$ cat config.mk
export PLATFORM = sky130hd
export DESIGN_NAME = snn_layer_scheduler
export DESIGN_NICKNAME = d
export VERILOG_FILES = /design/src/rtl/snn_layer_scheduler.sv
export SDC_FILE = /design/constraint.sdc
export NUM_CORES = 1
export LEC_CHECK = 0
export CAP_MARGIN = 20
export CORE_ASPECT_RATIO = 0.6
export CORE_UTILIZATION = 38
export DETAILED_ROUTE_END_ITERATION = 10
export PLACE_DENSITY = 0.78
export REMOVE_ABC_BUFFERS = 1
export SLEW_MARGIN = 20
export SYNTH_ARGS = -nofsm -noshare
export SYNTH_HDL_FRONTEND = slang
export SYNTH_SLANG_ARGS = --single-unit
$ cat constraint.sdc
create_clock -name wb_clk_i -period 2 [get_ports wb_clk_i]
set_input_delay 0.4 -clock wb_clk_i [delete_from_list [all_inputs] [get_ports wb_clk_i]]
set_output_delay 0.4 -clock wb_clk_i [all_outputs]
set_load 0.01 [all_outputs]
$ cat src/rtl/snn_layer_scheduler.sv
// Layer scheduler: walks the shared neuron datapath over every (output, input) pair
// of one fully-connected layer for a single timestep, driving weight and v_mem SRAMs.
module snn_layer_scheduler #(
  parameter int N_IN    = 16,
  parameter int N_OUT   = 8,
  parameter int W       = 8,
  parameter int WADDR_W = $clog2(N_IN * N_OUT),
  parameter int VADDR_W = $clog2(N_OUT)
) (
  input  logic               wb_clk_i,
  input  logic               wb_rst_i,
  input  logic               start_i,
  input  logic [N_IN-1:0]    spikes_in_i,
  input  logic [W-1:0]       beta_i,
  input  logic [W-1:0]       v_th_i,
  output logic               busy_o,
  output logic               done_o,
  output logic [N_OUT-1:0]   spikes_out_o,
  output logic [WADDR_W-1:0] w_addr_o,
  output logic               w_re_o,
  input  logic [W-1:0]       w_rdata_i,
  output logic [VADDR_W-1:0] v_addr_o,
  output logic               v_re_o,
  output logic               v_we_o,
  input  logic [W-1:0]       v_rdata_i,
  output logic [W-1:0]       v_wdata_o,
  output logic [W-1:0]       n_weight_o,
  output logic [W-1:0]       n_v_mem_o,
  output logic [W-1:0]       n_beta_o,
  output logic [W-1:0]       n_v_th_o,
  output logic               n_func_sel_o,
  input  logic               n_spike_i,
  input  logic [W-1:0]       n_v_mem_i
);
  // state  | meaning
  // IDLE   | waiting for start, snapshot inputs on accept
  // VLOAD  | issue v_mem read for neuron j
  // VLATCH | capture v_mem into acc, reset input index
  // SCAN   | look for next spiking input, issue weight read if found
  // WACC   | accumulate returned weight through the neuron
  // FIRE   | leak/fire, write v_mem back, record spike
  // DONE   | one-cycle completion pulse

  localparam int IW = (N_IN > 1) ? $clog2(N_IN) : 1;
  localparam int JW = (N_OUT > 1) ? $clog2(N_OUT) : 1;
  localparam logic [IW-1:0] I_LAST = IW'(N_IN - 1);
  localparam logic [JW-1:0] J_LAST = JW'(N_OUT - 1);

  typedef enum logic [2:0] {IDLE, VLOAD, VLATCH, SCAN, WACC, FIRE, DONE} state_t;

  state_t         state, state_nxt;
  logic [W-1:0]   acc;
  logic [IW-1:0]  i_idx;
  logic [JW-1:0]  j_idx;
  logic [N_IN-1:0] spk_snap;
  logic [W-1:0]   beta_r, vth_r;

  always_ff @(posedge wb_clk_i) begin
    if (wb_rst_i) begin
      state        <= IDLE;
      acc          <= '0;
      i_idx        <= '0;
      j_idx        <= '0;
      spk_snap     <= '0;
      beta_r       <= '0;
      vth_r        <= '0;
      spikes_out_o <= '0;
    end else begin
      state <= state_nxt;
      case (state)
        IDLE: if (start_i) begin
          spk_snap     <= spikes_in_i;
          beta_r       <= beta_i;
          vth_r        <= v_th_i;
          spikes_out_o <= '0;
          j_idx        <= '0;
        end
        VLATCH: begin
          acc   <= v_rdata_i;
          i_idx <= '0;
        end
        SCAN: if (!spk_snap[i_idx] && i_idx != I_LAST) i_idx <= i_idx + 1'b1;
        WACC: begin
          acc <= n_v_mem_i;
          if (i_idx != I_LAST) i_idx <= i_idx + 1'b1;
        end
        FIRE: begin
          spikes_out_o[j_idx] <= n_spike_i;
          if (j_idx != J_LAST) j_idx <= j_idx + 1'b1;
        end
        default: ;
      endcase
    end
  end

  always_comb begin
    state_nxt    = state;
    busy_o       = (state != IDLE);
    done_o       = 1'b0;
    w_re_o       = 1'b0;
    w_addr_o     = '0;
    v_re_o       = 1'b0;
    v_we_o       = 1'b0;
    v_addr_o     = '0;
    v_wdata_o    = '0;
    n_weight_o   = '0;
    n_v_mem_o    = acc;
    n_beta_o     = beta_r;
    n_v_th_o     = vth_r;
    n_func_sel_o = 1'b0;
    case (state)
      IDLE: if (start_i) state_nxt = VLOAD;
      VLOAD: begin
        v_re_o    = 1'b1;
        v_addr_o  = VADDR_W'(j_idx);
        state_nxt = VLATCH;
      end
      VLATCH: state_nxt = SCAN;
      SCAN: begin
        if (spk_snap[i_idx]) begin
          w_re_o    = 1'b1;
          w_addr_o  = WADDR_W'(32'(j_idx) * N_IN + 32'(i_idx));
          state_nxt = WACC;
        end else if (i_idx == I_LAST) begin
          state_nxt = FIRE;
        end
      end
      WACC: begin
        n_weight_o = w_rdata_i;
        state_nxt  = (i_idx == I_LAST) ? FIRE : SCAN;
      end
      FIRE: begin
        n_func_sel_o = 1'b1;
        v_we_o       = 1'b1;
        v_addr_o     = VADDR_W'(j_idx);
        v_wdata_o    = n_v_mem_i;
        state_nxt    = (j_idx == J_LAST) ? DONE : VLOAD;
      end
      DONE: begin
        done_o    = 1'b1;
        state_nxt = IDLE;
      end
      default: state_nxt = IDLE;
    endcase
  end

endmodule
==> results.json, run 1 <==
{
  "crit_required_ns": 1.60,
  "hold_slack_ns": 0.451,
  "clkTransAtPathRegs_ns": 0.05,
  "synthSimpleGateAreaFrac_pct": 30.1,
  "die_w_um": 114,
  "htree_levels": 3,
  "ys_ff_latch": 58,
  "tightest_slew_ns": 0.515,
  "port_buffers": 123,
  "place_hpwl_um": 5820,
  "ir_drop_uv": 635,
  "pwr-share-comb_pct": 17.7,
  "first_pass_iters": 5,
  "slew_viol_final": 0,
  "final_cells": 627,
  "p_int_mw": 2.38,
  "cp_data_arrival_time_ns": 2.20,
  "cts_hold_buf": 0,
  "drt_iter0_markers": 218,
  "core-area_mm2": 0.00727,
  "ios": 124,
  "dp_cells": 593,
  "clockPowerShare_pct": 42.5,
  "cp-start-kind": "register",
  "cts_buffers": 9,
  "grt_start_max_net_pins": 33,
  "violations": "negative setup slack",
  "synth_flop_cell": "dfxtp_1",
  "antenna_cells": 0,
  "clock-root-buffer": "clkbuf_16",
  "avgViaCountPerCell": 5.08,
  "seq_power_share_pct": 39.8,
  "synth-xor-area-share_pct": 0,
  "drv_cap": 0,
  "nets": 583,
  "grtUsageTotal_pct": 22.9,
  "cts_sinks": 58,
  "clockBufferDepth": 2,
  "start_util_pct": 39.3,
  "vias": 3188,
  "max_freq_mhz": 385,
  "setup_ws_ns": -0.601,
  "relSlewSlack_pct": 65.7,
  "wl_um": 8830,
  "grt_pass1_vias": 2960,
  "path_class": "reg -> out",
  "path_max_fanout": 5,
  "grt_overflow": 0,
  "p_sw_mw": 0.804,
  "ys_seq_area_share_pct": 40.6,
  "gp_congestion": 0.830,
  "synthAdderAreaFrac_pct": 1.31,
  "synth_compound_area_share_pct": 16.1,
  "ys_async_sr_fraction_pct": 0,
  "hold_violations": 0,
  "min_period_ns": 2.60,
  "muxShareOfSynthArea_pct": 7.10,
  "powerDensity_mw_per_mm2": 668,
  "area_growth_pct": 66.6,
  "clk_latency_ns": 0.33,
  "synth-edff-count": 0,
  "min_period_over_period_pct": 130,
  "setup-violations-final": 9,
  "yosysUniqueCellTypes": 44,
  "syn_area_mm2": 0.00286,
  "wire_per_inst_um": 14.1,
  "syn_inst": 364,
  "synth_top_family_by_area": "simple AND/OR/NAND/NOR gates",
  "seqCellArea_mm2": 0.00117,
  "power.leakage_nw": 1.91,
  "multi_input_comb_area_mm2": 0.00163,
  "finClkSkew_ns": 0.00684,
  "dieArea_mm2": 0.00788,
  "hold_class": "reg -> reg",
  "outcome": "complete, but fails checks",
  "rsz0062_at_grt": "true",
  "rows": 24,
  "grt_first_pass_wirelength_um": 14100,
  "nFillCells": 593,
  "antenna_left": 0,
  "fp.dieH_um": 69.2,
  "yosys_warnings": 0,
  "layout-drive-gt1-share_pct": 21.4,
  "endpoint_kind": "primary output",
  "antenna_found_initial": 0,
  "swShare_pct": 25.3,
  "avgSynthCellArea_um2": 7.85,
  "drc_errors": 0,
  "cts_tree": "done",
  "finalSetupTns_ns": -3.96
}
per-stage QoR:
| stage | total power, mW | util, % | area [µm²] | worst slack, ns |
|---|---|---|---|---|
| CTS | 3.20 | 64.9 | 4720 | -0.576 |
| global route | 3.32 | 65.5 | 4760 | -0.645 |
| floorplan | 1.50 | - | 2740 | -0.509 |
| finish | 3.18 | 65.5 | 4760 | -0.601 |
| detailed placement | 1.82 | 59.6 | 4330 | -0.796 |
| global placement | 1.81 | 59.6 | 4330 | -0.725 |
worst max-delay path: stages (launching register included):
cell             delay (ns)
dfxtp_4                0.36
mux2i_1                0.14
mux4_2                 0.49
or2_4                  0.27
a21oi_4                0.15
buf_4                  0.14
and2_1                 0.11
clkdlybuf4s15_2        0.21
worst paths after layout:
check / start / endpoint / slack (ns) / depth (start not counted)
max: i_idx[2]$_SDFFE_PP0P_ / w_addr_o[0] / -0.60 / 7
min: spk_snap[15]$_SDFFE_PP0P_ / spk_snap[15]$_SDFFE_PP0P_ / 0.45 / 2
max reg2reg: i_idx[2]$_SDFFE_PP0P_ / i_idx[2]$_SDFFE_PP0P_ / -0.01 / 6
min reg2reg: spk_snap[15]$_SDFFE_PP0P_ / spk_snap[15]$_SDFFE_PP0P_ / 0.45 / 2
power by group through the flow:
stage,Sequential (mW),Clock [mW],Combinational (mW)
after floorplan,1.30,0,0.194
after global placement,1.29,0,0.524
after detailed placement,1.29,0,0.534
after CTS,1.27,1.39,0.548
after global routing,1.27,1.44,0.610
final,1.27,1.35,0.561
final cells by class:
type                            count  area share, %
Clock buffer                       11           5.10
Inverter                            4          0.421
Timing Repair inverter              1          0.158
Tap cell                          104           2.73
Clock inverter                      3          0.368
Multi-Input combinational cell    275           34.3
Sequential cell                    58           24.7
Timing Repair Buffer              171           32.3
cell usage in the layout, fill, tap and decap left out, types with 5 or more instances in the layout:
cell             count
clkdlybuf4s50_1     91
nand2_1             77
dfxtp_1             54
a21oi_1             41
buf_4               41
nor2_1              29
and2_1              24
mux2i_1             18
buf_2               11
buf_6               11
o21ai_0             10
clkbuf_16            9
a211oi_1             8
dlygate4sd2_1        7
clkbuf_2             7
nor3_1               5
nor2b_1              5
what timing repair did:
| action | 4_1_cts | 5_1_grt |
|---|---|---|
| gates resized for setup | 108 | 27 |
| buffers inserted | 16 | 6 |
| hold endpoints to repair | 0 | 0 |
| endpoints found under the setup margin | 35 | 27 |
| pin swaps | 9 | 5 |
| gates cloned | 1 | 0 |
registers in the layout, summed over array words and instances, names as in the netlist:
signal        flops
j_idx             3
spikes_out_o      8
n_v_mem_o         8
state             3
i_idx             4
n_v_th_o          8
n_beta_o          8
spk_snap         16
metal layers:
layer	routed length (µm)	vias to the layer above	share of wire [%]	GRT usage, %
li1	-	1557	-	-
met1	3830	1445	43	28.0
met2	3910	166	44	36.1
met3	943	20	11	9.15
met4	146	0	1.7	8.95
met5	0	-	0	0
cell usage after synthesis, types with 3 or more instances:
| cell | instances | area [µm²] |
|---|---|---|
| nand2_1 | 78 | 293 |
| o2bb2ai_1 | 3 | 26.3 |
| o21ai_0 | 10 | 50.1 |
| nor2b_1 | 5 | 31.3 |
| inv_1 | 4 | 15.0 |
| nand3_1 | 4 | 20.0 |
| nand3b_1 | 3 | 22.5 |
| dfxtp_1 | 58 | 1160 |
| nor3_1 | 5 | 25.0 |
| nand2b_1 | 3 | 18.8 |
| clkbuf_1 | 22 | 82.6 |
| a22oi_1 | 4 | 30.0 |
| mux2i_1 | 18 | 180 |
| a21oi_1 | 42 | 210 |
| a211oi_1 | 8 | 60.1 |
| ha_1 | 3 | 37.5 |
| and2_1 | 27 | 169 |
| nor2_1 | 31 | 116 |
cells by family after synthesis:
kind of cell             Yosys count
AO/OA/AOI/OAI                     77
multiplexers                      19
flip-flops                        58
AND/OR/NAND/NOR                  176
buffers and inverters             31
adder cells (fa/ha/maj)            3
(Power assumes the default switching activity.)
==> run 2, diff against run 1 <==
--- a/config.mk
+++ b/config.mk
@@ -9,8 +9,10 @@
 export CORE_ASPECT_RATIO = 0.6
 export CORE_UTILIZATION = 38
 export DETAILED_ROUTE_END_ITERATION = 10
+export GPL_TIMING_DRIVEN = 1
 export PLACE_DENSITY = 0.78
 export REMOVE_ABC_BUFFERS = 1
+export SETUP_SLACK_MARGIN = 0.1
 export SLEW_MARGIN = 20
 export SYNTH_ARGS = -nofsm -noshare
 export SYNTH_HDL_FRONTEND = slang
==> results.json, run 2 (synthesis gave the netlist of run 1 again) <==
{
  "wire_per_inst_um": 15.4,
  "cp_data_arrival_time_ns": 2.19,
  "final_cell_mix": "90 x clkdlybuf4s50_1, 77 x nand2_1, 53 x dfxtp_1",
  "ir_drop_uv": 633,
  "cts_buffers": 9,
  "area_growth_pct": 74.6,
  "antenna_left": 0,
  "regMostFlops": "spk_snap",
  "min_period_ns": 2.59,
  "cts_sinks": 58,
  "gp_congestion": 0.830,
  "largest_register_ffs": 16,
  "clockBufferDepth": 2,
  "final_common_cell": "clkdlybuf4s50_1",
  "setup_ws_ns": -0.588,
  "first_pass_iters": 5,
  "antenna_cells": 0,
  "powerDensity_mw_per_mm2": 650,
  "tightest_slew_ns": 0.431,
  "place_hpwl_um": 5820,
  "drt_iter0_markers": 222,
  "cts_tree": "done",
  "rsz0062_at_grt": "true",
  "core-area_mm2": 0.00727,
  "slew_viol_final": 0,
  "endpoint_kind": "primary output",
  "htree_levels": 3,
  "clkTransAtPathRegs_ns": 0.05,
  "avgViaCountPerCell": 5.20,
  "grt_pass1_vias": 3131,
  "path_max_fanout": 5,
  "grt_overflow": 0,
  "ios": 124,
  "relSlewSlack_pct": 71.3,
  "min_period_over_period_pct": 129,
  "violations": "negative setup slack",
  "hold_violations": 0,
  "outcome": "complete, but fails checks",
  "setup-violations-final": 10,
  "wl_um": 9820,
  "hold_class": "reg -> reg",
  "vias": 3325,
  "fp.dieH_um": 69.2,
  "nets": 595,
  "drv_cap": 0,
  "antenna_found_initial": 0,
  "crit_required_ns": 1.60,
  "dieArea_mm2": 0.00788,
  "cts_hold_buf": 0,
  "drc_errors": 0,
  "clock-root-buffer": "clkbuf_16",
  "grt_start_max_net_pins": 33,
  "path_class": "reg -> out",
  "port_buffers": 123,
  "grt_first_pass_wirelength_um": 14900,
  "power.leakage_nw": 1.99,
  "die_w_um": 114,
  "max_freq_mhz": 386,
  "layout-drive-gt1-share_pct": 28.0,
  "grtUsageTotal_pct": 24.4,
  "finClkSkew_ns": 0.00758,
  "start_util_pct": 39.3,
  "clk_latency_ns": 0.33,
  "cp-start-kind": "register",
  "rows": 24,
  "p_total_mw": 3.24,
  "finalSetupTns_ns": -3.94
}
run 2: changes by cell type in the layout (fill, tap and decap cells not counted), sizes merged:
cell / change
buf: +23
inv: -1
clkdlybuf4s50: -1
clkbuf: -2
dlygate4sd2: -7
clkinvlp: +1
clkdlybuf4s15: -1
run 2: metrics by stage:
step | hold WS [ns] | utilization, % | worst slack [ns] | instance area [µm²] | cells
floorplan | 0.430 | - | -0.509 | 2740 | 337
global placement | 0.441 | 59.6 | -0.725 | 4330 | 593
detailed placement | 0.446 | 59.6 | -0.796 | 4330 | 593
CTS | 0.453 | 67.0 | -0.576 | 4870 | 638
global route | 0.464 | 68.6 | -0.639 | 4990 | 639
finish | 0.451 | 68.6 | -0.588 | 4990 | 639
run 2: cell type report:
cell class                 instances  area, µm²
clock buffer                      11        243
clock inverter                     3       17.5
fill                             557       2280
inverter                           4       26.3
multi-input combinational        275       1700
sequential                        58       1170
tap                              104        130
timing repair buffer             183       1690
timing repair inverter             1       7.51
run 2: what timing repair did:
| action | CTS | global route |
|---|---|---|
| setup buffers | 29 | 10 |
| pin swaps | 11 | 14 |
| resized for setup | 160 | 53 |
| endpoints found under the setup margin | 39 | 39 |
| cloned | 2 | 0 |
run 2: routing by layer:
| metal | global-route usage [%] | vias up | routed length [µm] |
|---|---|---|---|
| met4 | 11.4 | 0 | 274 |
| met1 | 29.2 | 1520 | 4020 |
| met5 | 0 | - | 0 |
| met3 | 9.85 | 37 | 1080 |
| li1 | - | 1580 | - |
| met2 | 38.0 | 188 | 4440 |
run 2: worst paths after layout:
kind / start / endpoint / slack (ns) / cells past startpoint
worst max-delay path: i_idx[2]$_SDFFE_PP0P_ / w_addr_o[0] / -0.59 / 7
worst max register to register: i_idx[2]$_SDFFE_PP0P_ / i_idx[2]$_SDFFE_PP0P_ / 0 / 6
worst min register to register: spk_snap[15]$_SDFFE_PP0P_ / spk_snap[15]$_SDFFE_PP0P_ / 0.45 / 2
worst min-delay path: spk_snap[15]$_SDFFE_PP0P_ / spk_snap[15]$_SDFFE_PP0P_ / 0.45 / 2
run 2: critical path: stages (launching register included):
cell and delay, ns:
dfxtp_4 0.36, mux2i_1 0.14, mux4_2 0.48, or2_4 0.28, a21oi_4 0.15, buf_4 0.14, and2_1 0.11, clkdlybuf4s15_2 0.21
run 2: power breakdown:
group          internal [mW]  switching (mW)  total, mW
Combinational          0.334           0.283      0.617
Clock                  0.850           0.506       1.36
Sequential              1.23          0.0413       1.27
==> run 3, diff against run 2 <==
--- a/config.mk
+++ b/config.mk
@@ -8,9 +8,11 @@
 export CAP_MARGIN = 20
 export CORE_ASPECT_RATIO = 0.6
 export CORE_UTILIZATION = 38
+export CTS_CLUSTER_SIZE = 10
 export DETAILED_ROUTE_END_ITERATION = 10
 export GPL_TIMING_DRIVEN = 1
 export PLACE_DENSITY = 0.78
+export RECOVER_POWER = 25
 export REMOVE_ABC_BUFFERS = 1
 export SETUP_SLACK_MARGIN = 0.1
 export SLEW_MARGIN = 20
==> results.json, run 3 (synthesis gave the netlist of run 1 again) <==
{
  "final_cells": 639,
  "cp-start-kind": "register",
  "port_buffers": 123,
  "wl_um": 9770,
  "final_common_cell": "nand2_1",
  "wire_per_inst_um": 15.3,
  "avgViaCountPerCell": 5.12,
  "slowest_delay_ns": 0.48,
  "powerDensity_mw_per_mm2": 647,
  "drc_errors": 0,
  "tightest_slew_ns": 0.438,
  "ir_drop_uv": 628,
  "crit_cells": 8,
  "seqCellArea_mm2": 0.00117,
  "cts_tree": "done",
  "slowest_stage": "mux4_2",
  "setup_ws_ns": -0.595,
  "place_hpwl_um": 5820,
  "die_w_um": 114,
  "antenna_found_initial": 0,
  "htree_levels": 3,
  "drt_iter0_markers": 250,
  "fp.dieH_um": 69.2,
  "final_cell_mix": "77 x nand2_1, 63 x clkdlybuf4s50_1, 53 x dfxtp_1",
  "worst_path_most_repeated_cell": "buf_6",
  "critPathBufInv": 3,
  "p_total_mw": 3.23,
  "nFillCells": 557,
  "dp_cells": 593,
  "ios": 124,
  "slew_viol_final": 0,
  "finClkSkew_ns": 0.00868,
  "min_period_ns": 2.60,
  "setup-violations-final": 10,
  "antenna_cells": 0,
  "power.leakage_nw": 2.08,
  "crit_required_ns": 1.60,
  "hold_class": "reg -> reg",
  "rr_endpoint": "i_idx[2]$_SDFFE_PP0P_",
  "path_cells": "mux2i_1 > mux4_2 > or2_4 > a21oi_4 > buf_6 > buf_6 > and2_1 > buf_2",
  "endpoint": "w_addr_o[6]",
  "cts_sinks": 58,
  "preCtsSetupSlack_ns": -0.796,
  "rsz0062_at_grt": "true",
  "path_max_fanout": 5,
  "grt_start_max_net_pins": 33,
  "relSlewSlack_pct": 70.8,
  "core-area_mm2": 0.00727,
  "regMostFlops": "spk_snap",
  "layout-drive-gt1-share_pct": 28.0,
  "timing.rr.start": "i_idx[2]$_SDFFE_PP0P_",
  "endpoint_kind": "primary output",
  "r2r_cells": 6,
  "first_pass_iters": 5,
  "max_freq_mhz": 385,
  "largest_register_ffs": 16,
  "start_util_pct": 39.3,
  "multi_input_comb_area_mm2": 0.00170,
  "dieArea_mm2": 0.00788,
  "clkTransAtPathRegs_ns": 0.05,
  "drv_cap": 0,
  "vias": 3272,
  "cp_data_arrival_time_ns": 2.20,
  "path_class": "reg -> out",
  "nets": 595,
  "hold_violations": 0,
  "outcome": "complete, but fails checks",
  "grt_pass1_vias": 3131,
  "cp-startpoint": "i_idx[2]$_SDFFE_PP0P_",
  "min_period_over_period_pct": 130,
  "antenna_left": 0,
  "gp_congestion": 0.830,
  "clockBufferDepth": 2,
  "clk_latency_ns": 0.33,
  "grt_overflow": 0,
  "grt_first_pass_wirelength_um": 14900,
  "area_growth_pct": 74.6,
  "path_delay_family": "multiplexers",
  "rows": 24,
  "r2r_slack_ns": -0.01,
  "clock-root-buffer": "clkbuf_16",
  "cts_buffers": 9,
  "violations": "negative setup slack",
  "grtUsageTotal_pct": 24.4
}
[run 3: cell count changes in the layout (fill, tap and decap cells not counted), sizes merged]
cell / previous run / this run
clkdlybuf4s50: 90 / 63
dlygate4sd3: 0 / 27
[run 3: stage by stage]
stage	utilization (%)	area, µm²	TNS (ns)	hold WS (ns)
2_1_floorplan	-	2740	-17.27	0.430
3_3_place_gp	59.6	4330	-9.96	0.441
3_5_place_dp	59.6	4330	-11.46	0.446
4_1_cts	67.0	4870	-4.08	0.453
5_1_grt	68.6	4990	-4.35	0.461
6_report	68.6	4990	-3.99	0.449
[run 3: area by class of cell]
type / instances / area share, %
multi-input combinational: 275 / 34.1
sequential: 58 / 23.6
clock buffer: 11 / 4.87
inverter: 4 / 0.527
tap: 104 / 2.61
timing repair inverter: 1 / 0.150
clock inverter: 3 / 0.351
timing repair buffer: 183 / 33.9
[run 3: worst min-delay path by stage]
stage | startpoint | to | slack [ns] | cells after the start
after floorplan | spk_snap[0]$_SDFFE_PP0P_ | spk_snap[0]$_SDFFE_PP0P_ | 0.43 | 2
after global placement | n_v_th_o[0]$_SDFFE_PP0P_ | n_v_th_o[0]$_SDFFE_PP0P_ | 0.44 | 2
after detailed placement | n_beta_o[3]$_SDFFE_PP0P_ | n_beta_o[3]$_SDFFE_PP0P_ | 0.45 | 2
after CTS | n_beta_o[3]$_SDFFE_PP0P_ | n_beta_o[3]$_SDFFE_PP0P_ | 0.45 | 2
after global routing | n_beta_o[3]$_SDFFE_PP0P_ | n_beta_o[3]$_SDFFE_PP0P_ | 0.46 | 2
final | n_beta_o[3]$_SDFFE_PP0P_ | n_beta_o[3]$_SDFFE_PP0P_ | 0.45 | 2
[run 3: per-layer routing]
layer | vias to the layer above | wire, µm | global-route usage [%] | part of all wire (%)
li1 | 1581 | - | - | -
met1 | 1496 | 4090 | 29.2 | 42
met2 | 162 | 4420 | 38.0 | 45
met3 | 33 | 982 | 9.85 | 10
met4 | 0 | 270 | 11.4 | 2.8
met5 | - | 0 | 0 | 0
[run 3: worst min-delay path, delay by kind of cell, from the launching register on]
family	cells	cell delay [ns]
AND/OR/NAND/NOR	1	0.05
AO/OA/AOI/OAI	1	0.05
flip-flops	1	0.30
[run 3: report_power, final]
part / leakage [nW] / total, mW / switching [mW] / internal (mW)
clock: 0.127 / 1.36 / 0.508 / 0.850
combinational: 1.47 / 0.604 / 0.282 / 0.323
sequential: 0.476 / 1.27 / 0.0400 / 1.23
total: 2.08 / 3.23 / 0.830 / 2.40
[run 3: timing repair]
| action | 4_1_cts | 5_1_grt |
|---|---|---|
| hold buffers | 0 | 0 |
| pin swaps | 11 | 14 |
| buffers inserted | 29 | 10 |
| setup endpoints to repair | 39 | 39 |
| gates cloned | 2 | 0 |
| endpoints found under the hold margin | 0 | 0 |
| gates resized for setup | 160 | 53 |
